File: src/rtl/seg_anim_pkg.sv
// Shared types and helpers for the segment chase monitor.
package seg_anim_pkg;

  localparam int SEG_N = 6;

  typedef enum logic [1:0] {
    IDLE    = 2'd0,
    ACQUIRE = 2'd1,
    LOCKED  = 2'd2,
    FAULT   = 2'd3
  } state_e;

  typedef enum logic [2:0] {
    HOLD,
    FWD,
    REV,
    BLANK,
    BAD
  } step_e;

  // One position clockwise: A->B ... F->A.
  function automatic logic [5:0] rotl6(input logic [5:0] v);
    return {v[4:0], v[5]};
  endfunction

  // One position counter-clockwise: B->A ... A->F.
  function automatic logic [5:0] rotr6(input logic [5:0] v);
    return {v[0], v[5:1]};
  endfunction

  function automatic logic is_onehot(input logic [5:0] v);
    return (v != 6'd0) && ((v & (v - 6'd1)) == 6'd0);
  endfunction

  function automatic logic [2:0] onehot_idx(input logic [5:0] v);
    logic [2:0] idx;
    idx = 3'd0;
    for (int i = 0; i < SEG_N; i++) begin
      if (v[i]) idx = 3'(i);
    end
    return idx;
  endfunction

endpackage

File: src/rtl/seg_anim_monitor_if.sv
// Segment bus plus monitor status outputs.
interface seg_anim_monitor_if #(
  parameter int unsigned CNT_W = 16
);
  logic [5:0]       io_segAtoF;
  logic             io_clearErr;
  logic [2:0]       io_position;
  logic             io_posValid;
  logic             io_stepStrobe;
  logic             io_dirCW;
  logic             io_locked;
  logic             io_fault;
  logic             io_stalled;
  logic [CNT_W-1:0] io_stepPeriod;

  modport master (
    output io_segAtoF, io_clearErr,
    input  io_position, io_posValid, io_stepStrobe, io_dirCW,
    input  io_locked, io_fault, io_stalled, io_stepPeriod
  );

  modport slave (
    input  io_segAtoF, io_clearErr,
    output io_position, io_posValid, io_stepStrobe, io_dirCW,
    output io_locked, io_fault, io_stalled, io_stepPeriod
  );
endinterface

File: src/rtl/seg_step_classifier.sv
// Combinational classification of one sample pair into a step class.
module seg_step_classifier
  import seg_anim_pkg::*;
(
  input  logic [5:0] cur,
  input  logic [5:0] prev,
  output step_e      cls,
  output logic [2:0] idx,
  output logic       onehot
);

  // Decode the current sample and compare it against the previous one.
  always_comb begin
    onehot = is_onehot(cur);
    idx    = onehot_idx(cur);
    if (cur == prev) begin
      cls = HOLD;
    end else if (cur == 6'd0 || prev == 6'd0) begin
      cls = BLANK;
    end else if (onehot && is_onehot(prev) && cur == rotl6(prev)) begin
      cls = FWD;
    end else if (onehot && is_onehot(prev) && cur == rotr6(prev)) begin
      cls = REV;
    end else begin
      cls = BAD;
    end
  end

endmodule

File: src/rtl/seg_anim_monitor.sv
// Receive-side checker for the rotating A-F segment chase.
module seg_anim_monitor
  import seg_anim_pkg::*;
#(
  parameter int unsigned CNT_W      = 16,
  parameter int unsigned LOCK_STEPS = 3,
  parameter int unsigned TIMEOUT    = 50000
) (
  input logic clock,
  input logic reset,
  seg_anim_monitor_if.slave bus
);

  localparam logic [CNT_W-1:0] CNT_MAX = '1;
  localparam logic [CNT_W-1:0] TO_CNT  = CNT_W'(TIMEOUT);

  logic [5:0]       cur_q, prev_q;
  logic [CNT_W-1:0] dwell_q, dwell_d, period_q, period_d, dwell_inc;
  logic [2:0]       cnt_q, cnt_d, cnt_inc;
  logic             adir_q, adir_d;
  state_e           state_q, state_d;
  step_e            cls;
  logic [2:0]       idx;
  logic             onehot, is_step, step_cw;

  logic [2:0] position_q;
  logic       posvalid_q, strobe_q, dircw_q, locked_q, fault_q, stalled_q;

  seg_step_classifier u_cls (
    .cur    (cur_q),
    .prev   (prev_q),
    .cls    (cls),
    .idx    (idx),
    .onehot (onehot)
  );

  assign is_step   = (cls == FWD) || (cls == REV);
  assign step_cw   = (cls == FWD);
  assign dwell_inc = (dwell_q == CNT_MAX) ? dwell_q : dwell_q + CNT_W'(1);
  assign cnt_inc   = cnt_q + 3'd1;

  // Sample the bus; prev keeps the last non-blank pattern so a step across blanks still counts.
  always_ff @(posedge clock or posedge reset) begin
    if (reset) begin
      cur_q  <= '0;
      prev_q <= '0;
    end else begin
      cur_q  <= bus.io_segAtoF;
      prev_q <= (cur_q != 6'd0) ? cur_q : prev_q;
    end
  end

  // Dwell counter and step period; blanks keep counting.
  always_comb begin
    dwell_d  = dwell_inc;
    period_d = period_q;
    if (is_step) period_d = dwell_inc;
    if (is_step || (state_q == FAULT && bus.io_clearErr)) dwell_d = '0;
  end

  // Lock FSM next state.
  always_comb begin
    state_d = state_q;
    cnt_d   = cnt_q;
    adir_d  = adir_q;
    unique case (state_q)
      IDLE: begin
        if (is_step) begin
          cnt_d   = 3'd1;
          adir_d  = step_cw;
          state_d = (LOCK_STEPS <= 1) ? LOCKED : ACQUIRE;
        end
      end
      ACQUIRE: begin
        if (cls == BAD) begin
          state_d = IDLE;
          cnt_d   = '0;
        end else if (is_step && step_cw == adir_q) begin
          cnt_d = cnt_inc;
          if (32'(cnt_inc) >= LOCK_STEPS) state_d = LOCKED;
        end else if (is_step) begin
          cnt_d  = 3'd1;
          adir_d = step_cw;
        end
      end
      LOCKED: begin
        if (cls == BAD || (is_step && step_cw != adir_q)) state_d = FAULT;
      end
      FAULT: begin
        if (bus.io_clearErr) begin
          state_d = IDLE;
          cnt_d   = '0;
        end
      end
      default: state_d = IDLE;
    endcase
  end

  // FSM state and all registered outputs.
  always_ff @(posedge clock or posedge reset) begin
    if (reset) begin
      state_q    <= IDLE;
      cnt_q      <= '0;
      adir_q     <= 1'b0;
      dwell_q    <= '0;
      period_q   <= '0;
      position_q <= '0;
      posvalid_q <= 1'b0;
      strobe_q   <= 1'b0;
      dircw_q    <= 1'b0;
      locked_q   <= 1'b0;
      fault_q    <= 1'b0;
      stalled_q  <= 1'b0;
    end else begin
      state_q    <= state_d;
      cnt_q      <= cnt_d;
      adir_q     <= adir_d;
      dwell_q    <= dwell_d;
      period_q   <= period_d;
      position_q <= onehot ? idx : 3'd0;
      posvalid_q <= onehot;
      strobe_q   <= is_step;
      dircw_q    <= is_step ? step_cw : dircw_q;
      locked_q   <= (state_d == LOCKED);
      fault_q    <= (state_d == FAULT);
      stalled_q  <= (state_d == LOCKED) && (dwell_d >= TO_CNT);
    end
  end

  assign bus.io_position   = position_q;
  assign bus.io_posValid   = posvalid_q;
  assign bus.io_stepStrobe = strobe_q;
  assign bus.io_dirCW      = dircw_q;
  assign bus.io_locked     = locked_q;
  assign bus.io_fault      = fault_q;
  assign bus.io_stalled    = stalled_q;
  assign bus.io_stepPeriod = period_q;

endmodule
File: src/flat_wrapper.sv
// flat-port wrapper written by rule: the top's interface ports become plain ports
module seg_anim_monitor_flat import seg_anim_pkg::*;
#(
  parameter int unsigned CNT_W      = 16,
  parameter int unsigned LOCK_STEPS = 3,
  parameter int unsigned TIMEOUT    = 50000
)
  (clock, reset, bus_io_segAtoF, bus_io_clearErr, bus_io_position, bus_io_posValid, bus_io_stepStrobe, bus_io_dirCW, bus_io_locked, bus_io_fault, bus_io_stalled, bus_io_stepPeriod);
  seg_anim_monitor_if #(.CNT_W(CNT_W)) bus_i ();
  input logic clock;
  input logic reset;
  input wire logic [$bits(bus_i.io_segAtoF)-1:0] bus_io_segAtoF;
  input wire logic [$bits(bus_i.io_clearErr)-1:0] bus_io_clearErr;
  output wire logic [$bits(bus_i.io_position)-1:0] bus_io_position;
  output wire logic [$bits(bus_i.io_posValid)-1:0] bus_io_posValid;
  output wire logic [$bits(bus_i.io_stepStrobe)-1:0] bus_io_stepStrobe;
  output wire logic [$bits(bus_i.io_dirCW)-1:0] bus_io_dirCW;
  output wire logic [$bits(bus_i.io_locked)-1:0] bus_io_locked;
  output wire logic [$bits(bus_i.io_fault)-1:0] bus_io_fault;
  output wire logic [$bits(bus_i.io_stalled)-1:0] bus_io_stalled;
  output wire logic [$bits(bus_i.io_stepPeriod)-1:0] bus_io_stepPeriod;
  assign bus_i.io_segAtoF = bus_io_segAtoF;
  assign bus_i.io_clearErr = bus_io_clearErr;
  assign bus_io_position = bus_i.io_position;
  assign bus_io_posValid = bus_i.io_posValid;
  assign bus_io_stepStrobe = bus_i.io_stepStrobe;
  assign bus_io_dirCW = bus_i.io_dirCW;
  assign bus_io_locked = bus_i.io_locked;
  assign bus_io_fault = bus_i.io_fault;
  assign bus_io_stalled = bus_i.io_stalled;
  assign bus_io_stepPeriod = bus_i.io_stepPeriod;
  seg_anim_monitor #(.CNT_W(CNT_W), .LOCK_STEPS(LOCK_STEPS), .TIMEOUT(TIMEOUT)) u_core (.clock(clock), .reset(reset), .bus(bus_i));
endmodule
File: config.mk
export PLATFORM = sky130hd
export DESIGN_NAME = seg_anim_monitor_flat
export DESIGN_NICKNAME = d
export VERILOG_FILES = /design/src/rtl/seg_anim_pkg.sv /design/src/rtl/seg_anim_monitor_if.sv /design/src/rtl/seg_step_classifier.sv /design/src/rtl/seg_anim_monitor.sv /design/src/flat_wrapper.sv
export SDC_FILE = /design/constraint.sdc
export NUM_CORES = 1
export LEC_CHECK = 0
export ABC_AREA = 1
export ABC_CLOCK_PERIOD_IN_PS = 3500
export BUFFER_PORTS_ARGS = -buffer_cell sky130_fd_sc_hd__buf_4
export CAP_MARGIN = 20
export CORE_ASPECT_RATIO = 0.5
export CORE_MARGIN = 2
export CORE_UTILIZATION = 55
export DETAILED_ROUTE_END_ITERATION = 10
export GPL_TIMING_DRIVEN = 0
export PLACE_DENSITY = 0.72
export SETUP_SLACK_MARGIN = 0.5
export SLEW_MARGIN = 30
export SYNTH_ARGS = -nofsm -noshare
export SYNTH_HDL_FRONTEND = slang
export SYNTH_SLANG_ARGS = --single-unit
File: constraint.sdc
create_clock -name clock -period 3.5 [get_ports clock]
set_input_delay 0.35 -clock clock [delete_from_list [all_inputs] [get_ports clock]]
set_output_delay 0.35 -clock clock [all_outputs]
set_load 0.01 [all_outputs]
### Word level (Yosys, flattened, before mapping)

Cells that the tools add are included.

| word-level totals | value |
|---|---|
| register bits after elaboration | 59 |
| latch bits | 0 |
| bits in writable memories | 0 |
| memory bits (read-only) | 0 |
| bits of input ports | 9 |
| output and inout port bits | 25 |
| word-level logic and storage cells | 91 |
| memories kept | 0 |

| operators by class | value |
|---|---|
| $add $sub $neg | 4 |
| $mul | 0 |
| div/mod/pow operators | 0 |
| order comparisons | 2 |
| equal/unequal tests | 17 |
| shifts and indexed selects | 0 |
| multiplexer cells | 28 |
| bitwise operators | 2 |
| reduce and logical (&&, ||, !) cells | 24 |

Operators with widths:

| operator | number |
|---|---|
| $mux 3 | 13 |
| $mux 16 | 2 |
| $logic_not 6->1 | 4 |
| $eq 6x6->1 | 3 |
| $add 16x1->16 const B | 1 |
| $eq 16x16->1 const B | 1 |
| $ge 16x16->1 const B | 1 |
| $and 6x6->6 | 2 |
| $mux 2 | 6 |
| $reduce_bool 6->1 | 2 |
| $sub 6x1->6 const B | 2 |
| $logic_and 1x1->1 | 9 |
| $pmux 3 s3 | 1 |
| $eq 2x2->1 const B | 4 |
| $pmux 2 s4 | 1 |
| $ne 2x2->1 const B | 3 |
| $logic_or 1x1->1 | 4 |
| $mux 1 | 4 |
| $add 3x1->3 const B | 1 |
| $eq 3x1->1 const B | 1 |
| $eq 3x2->1 const B | 1 |
| $eq 3x3->1 const B | 1 |
| $ge 3x2->1 const B | 1 |
| $reduce_and 3->1 | 1 |
| 8 further kinds | 8 |

### Longest topological paths before layout

| logic depth | value |
|---|---|
| depth after elaboration | 18 |
| gate-level depth with buffers | 17 |
| depth with buffers taken out | 15 |

### Modules after synthesis

From an unflattened synthesis, not the netlist that was laid out.

| second synthesis, totals | value |
|---|---|
| cell total of the unflattened synthesis | 437 |
| area, all modules | 3,210.6 µm² |

Modules (own cells, without submodules):

| module | times used | cells each | area each (µm²) | seq. area each (µm²) |
|---|---|---|---|---|
| seg_anim_monitor | 1 | 323 | 2,728.9 | 1,476.4 |
| seg_step_classifier | 1 | 114 | 481.7 | 0.0 |

### Least setup slack after synthesis

No wires, ideal clock.

| timing path | value |
|---|---|
| kind | reg2reg |
| start | reg u_core.dwell_q[0] |
| end | reg u_core.stalled_q (netlist: u_core.bus.io_stalled) |
| data arrival time | 1,832 ps |
| data required time | 3,431 ps |
| setup slack | 1,600 ps |
| cell stages (with the launch flop) | 15 |
| buffers on the path | 1 |
| clock period less this slack | 1,900 ps |
| cells stage by stage | dfrtp_1 ha_1 inv_1 nor2_2 nand2_1 nor2_4 inv_2 buf_2 nand2_1 inv_1 nor2_1 nand2_1 nand2_1 nand2_1 nor2_2 |

| between the ends | value |
|---|---|
| longest elaborated chain between the ends | 5 |

Ends and longest elaborated chain:

| what | RTL line | RTL |
|---|---|---|
| from (decl) | seg_anim_monitor.sv:18 | `logic [CNT_W-1:0] dwell_q, dwell_d, period_q, period_d, dwell_inc;` |
| from (signal assigned) | seg_anim_monitor.sv:118 | `dwell_q <= dwell_d;` |
| $add 16x1->16 or $eq 16x16->1 (tied branches) | seg_anim_monitor.sv:39 | `assign dwell_inc = (dwell_q == CNT_MAX) ? dwell_q : dwell_q + CNT_W'(1);` |
| $mux 16 (*) | seg_anim_monitor.sv:39 |  |
| $mux 16 (*) | seg_anim_monitor.sv:58 | `if (is_step \|\| (state_q == FAULT && bus.io_clearErr)) dwell_d = '0;` |
| $ge 16x16->1 (*) | seg_anim_monitor.sv:126 | `stalled_q <= (state_d == LOCKED) && (dwell_d >= TO_CNT);` |
| $logic_and 1x1->1 (*) | seg_anim_monitor.sv:126 |  |
| to (signal assigned) | seg_anim_monitor.sv:126 |  |
| to (decl) | seg_anim_monitor.sv:27 | `logic posvalid_q, strobe_q, dircw_q, locked_q, fault_q, stalled_q;` |

Mark *: on every way between the ends. The rest lies on a longest branch, timed or not.
A chain may end at the register's enable or synchronous reset.

### Final worst setup path

Ends and elaborated chain as after synthesis.

==> flow_summary.yaml <==
status:
  run_status: "complete, no violations"
die:
  die_h_um: 58.0
  coreArea_sq_mm: 0.00554
  num_rows: 19
  dieArea_sq_mm: 0.00649
  initial_utilization_pct: 57.8
  ios: 34
  die_width_um: 112
logic_synthesis:
  syn_area_sq_mm: 0.00320
  ys_ff_latch: 59
  synthFlopType: "dfrtp_1"
  synthTopCellsByArea: "dfrtp_1, nand2_1, nor2_1, inv_1, o21ai_0"
  yosysUniqueCellTypes: 31
  synth_commonest_cells: "nand2_1, dfrtp_1, nor2_1"
  async_reset_ff_share_pct: 100
  yosys.area_share.adder_pct: 1.17
  synth_compound_area_share_pct: 8.63
  synth_nets: 421
  synth_largest_area_cell: "dfrtp_1"
  synth_simple_gate_area_share_pct: 32.2
  synth.most_common_cell: "nand2_1"
  synth.avg_cell_area_sq_um: 7.83
  yosysSeqAreaShare_pct: 46.1
  synth_top_area_share_pct: 46.1
  synth_xor_area_share_pct: 4.38
  synth_edf_count: 0
  muxShareOfSynthArea_pct: 0
  synth_top_family_by_area: "simple AND/OR/NAND/NOR gates"
  ys.warnings.count: 0
  synth_cells: 409
pwr:
  p_int_uw: 1500
  clkPwrFrac_pct: 39.5
  switching_share_pct: 30.6
  irDropWorstVdd_uv: 394
  p_seq_share_pct: 38.7
  power_leakage_uw: 0.00197
  power.density_mw_per_mm2: 560
  p_comb_share_pct: 21.7
  net-switching-power_uw: 662
global_routing:
  grt_usage_pct: 23.9
  antenna_found_initial: 0
  met3_usage_pct: 6.80
  grtUsageMet2_pct: 42.2
  grt_pass1_vias: 2658
  top_usage_layer: "met2"
  overflow: 0
  grt_use_met1_pct: 28.3
  grt_max_degree: 37
  grt_pass1_wl_mm: 12.0
cts:
  cts_root_buf: "clkbuf_16"
  clock_path_buffers: 2
  cts_tree: "done"
  cts.sinks: 59
  clkTransAtPathRegs_ns: 0.05
  insertion_delay_ns: 0.32
  numCtsBuffers: 9
  cts_max_level: 3
  post-cts-setup-buffers: 0
worst_setup_path:
  endpoint_kind: "flop"
  crit_slowest_cell: "dfrtp_1"
  cpMostUsedCell: "nand2_1"
  crit_path_max_incr_delay_ns: 0.43
  required_ns: 3.76
  start_kind: "flop"
  cp_max_fo: 10
  path_cells: "ha_1, inv_1, nor2_2, nand2_1, nor2_4, inv_2, buf_2, nand2_1, inv_1, nor2_1, nand2_1, nand2_1, nand2_1, nor2_2"
  crit_family: "simple AND/OR/NAND/NOR gates"
  cp_data_arrival_time_ns: 2.55
  cp.buffers_inverters: 4
  critical_path_class: "flop to flop"
sta:
  slew_viol_final: 0
  min_period_ns: 2.29
  tns_ns: 0
  fin_ws_ns: 1.21
  finalSetupViolCount: 0
  final-hold-violation-count: 0
  rsz0062_at_grt: "no"
  skew_ns: 0.00524
  tightest_slew_ns: 0.498
  worst_slew_margin_rel_pct: 66.8
  fmax_mhz: 436
  finalCritPeriodShare_pct: 65.5
routing:
  ant_nets: 0
  viasPerCell: 5.16
  drc_errors: 0
  drtPass1Iterations: 4
  drt-total-wl_mm: 7.16
  vias: 2752
  drt_iter0_drc: 131
  wl_per_cell_um: 13.4
final_layout:
  antenna-diode-count: 0
  stdcell_count: 533
  drive_gt1_share_pct: 20.2
  area_growth_syn_to_layout_pct: 20.6
  num-nets-final: 467
placed_design:
  io_buffers: 33
  dp_hpwl_mm: 5.21
  routabilityCongestion: 0.913
  placed_cells: 516
  place_ws_ns: 1.26
min_path:
  hp-class: "primary input to flop"
run:
  drv_cap: 0
final timing paths:
path	startpoint	end	slack [ns]	depth (start not counted)
max	u_core.dwell_q[0]	u_core.bus.io_stalled	1.21	14
min	bus_io_segAtoF[5]	u_core.cur_q[5]	0.13	1
max reg2reg	u_core.dwell_q[0]	u_core.bus.io_stalled	1.21	14
min reg2reg	u_core.bus.io_stepPeriod[8]	u_core.bus.io_stepPeriod[8]	0.48	2
max in group asynchronous	reset	u_core.dwell_q[6]	2.46	4
min in group asynchronous	reset	u_core.bus.io_stepPeriod[14]	0.55	3
registers in the layout, indices dropped and copies added (netlist names):
register / cells
u_core.cnt_q: 3
u_core.bus.io_stepPeriod: 16
u_core.cur_q: 6
u_core.bus.io_fault: 1
u_core.dwell_q: 16
u_core.prev_q: 6
u_core.bus.io_dirCW: 1
u_core.bus.io_locked: 1
u_core.bus.io_posValid: 1
u_core.adir_q: 1
u_core.bus.io_stalled: 1
u_core.bus.io_position: 3
u_core.state_q: 2
u_core.bus.io_stepStrobe: 1
per-layer routing:
layer	wire, um	vias to the layer above
li1	-	1386
met2	3560	68
met3	326	10
met5	0	-
met4	131	0
met1	3140	1288
final cells by class:
class | count | area [sq um]
timing repair buffer | 35 | 278
clock buffer | 14 | 254
fill | 484 | 1680
buffer | 8 | 46.3
tap | 73 | 91.3
multi-input combinational | 290 | 1490
clock inverter | 2 | 35.0
inverter | 52 | 198
sequential | 59 | 1480
stage by stage:
stage | power, uW | utilization (%) | hold WS (ns) | area (sq um)
4_1_cts | 2170 | 69.8 | 0.122 | 3860
3_3_place_gp | 1290 | 63.9 | 0.460 | 3540
6_report | 2160 | 69.8 | 0.132 | 3860
2_1_floorplan | 1190 | - | 0.381 | 3200
3_5_place_dp | 1310 | 64.4 | 0.341 | 3560
5_1_grt | 2290 | 69.8 | 0.125 | 3860
placed cells by master, fill, tap and decap left out, drive strengths merged:
master / n
o211ai: 3
bufinv: 1
nand3: 19
nand2: 127
nor2: 61
a21oi: 12
inv: 52
a31oi: 6
dlygate4sd3: 1
buf: 40
dfrtp: 59
o31ai: 1
a22oi: 1
xnor2: 6
nand4: 9
xor2: 10
o21ai: 26
ha: 3
nor3: 6
clkinv: 1
clkbuf: 16
cells by family (layout without fill, tap and decap cells):
kind of cell	Yosys count	after routing
buffers and inverters	60	111
DFF	59	59
xor gates and xnor gates	16	16
adders and majority gates	3	3
AOI/OAI and AO/OA	49	49
and+or+nand+nor	222	222
power by group through the flow:
stage / clock (uW) / sequential, uW / combinational (uW)
2_1_floorplan: 0 / 838 / 348
4_1_cts: 865 / 837 / 471
6_report: 856 / 838 / 471
5_1_grt: 902 / 847 / 537
3_3_place_gp: 0 / 843 / 452
3_5_place_dp: 0 / 847 / 465
what timing repair did:
item	in CTS	in global routing
gates resized for setup	0	0
hold endpoints to repair	23	0
hold buffers	1	0
No activity file was read; power rests on OpenSTA's default activity.
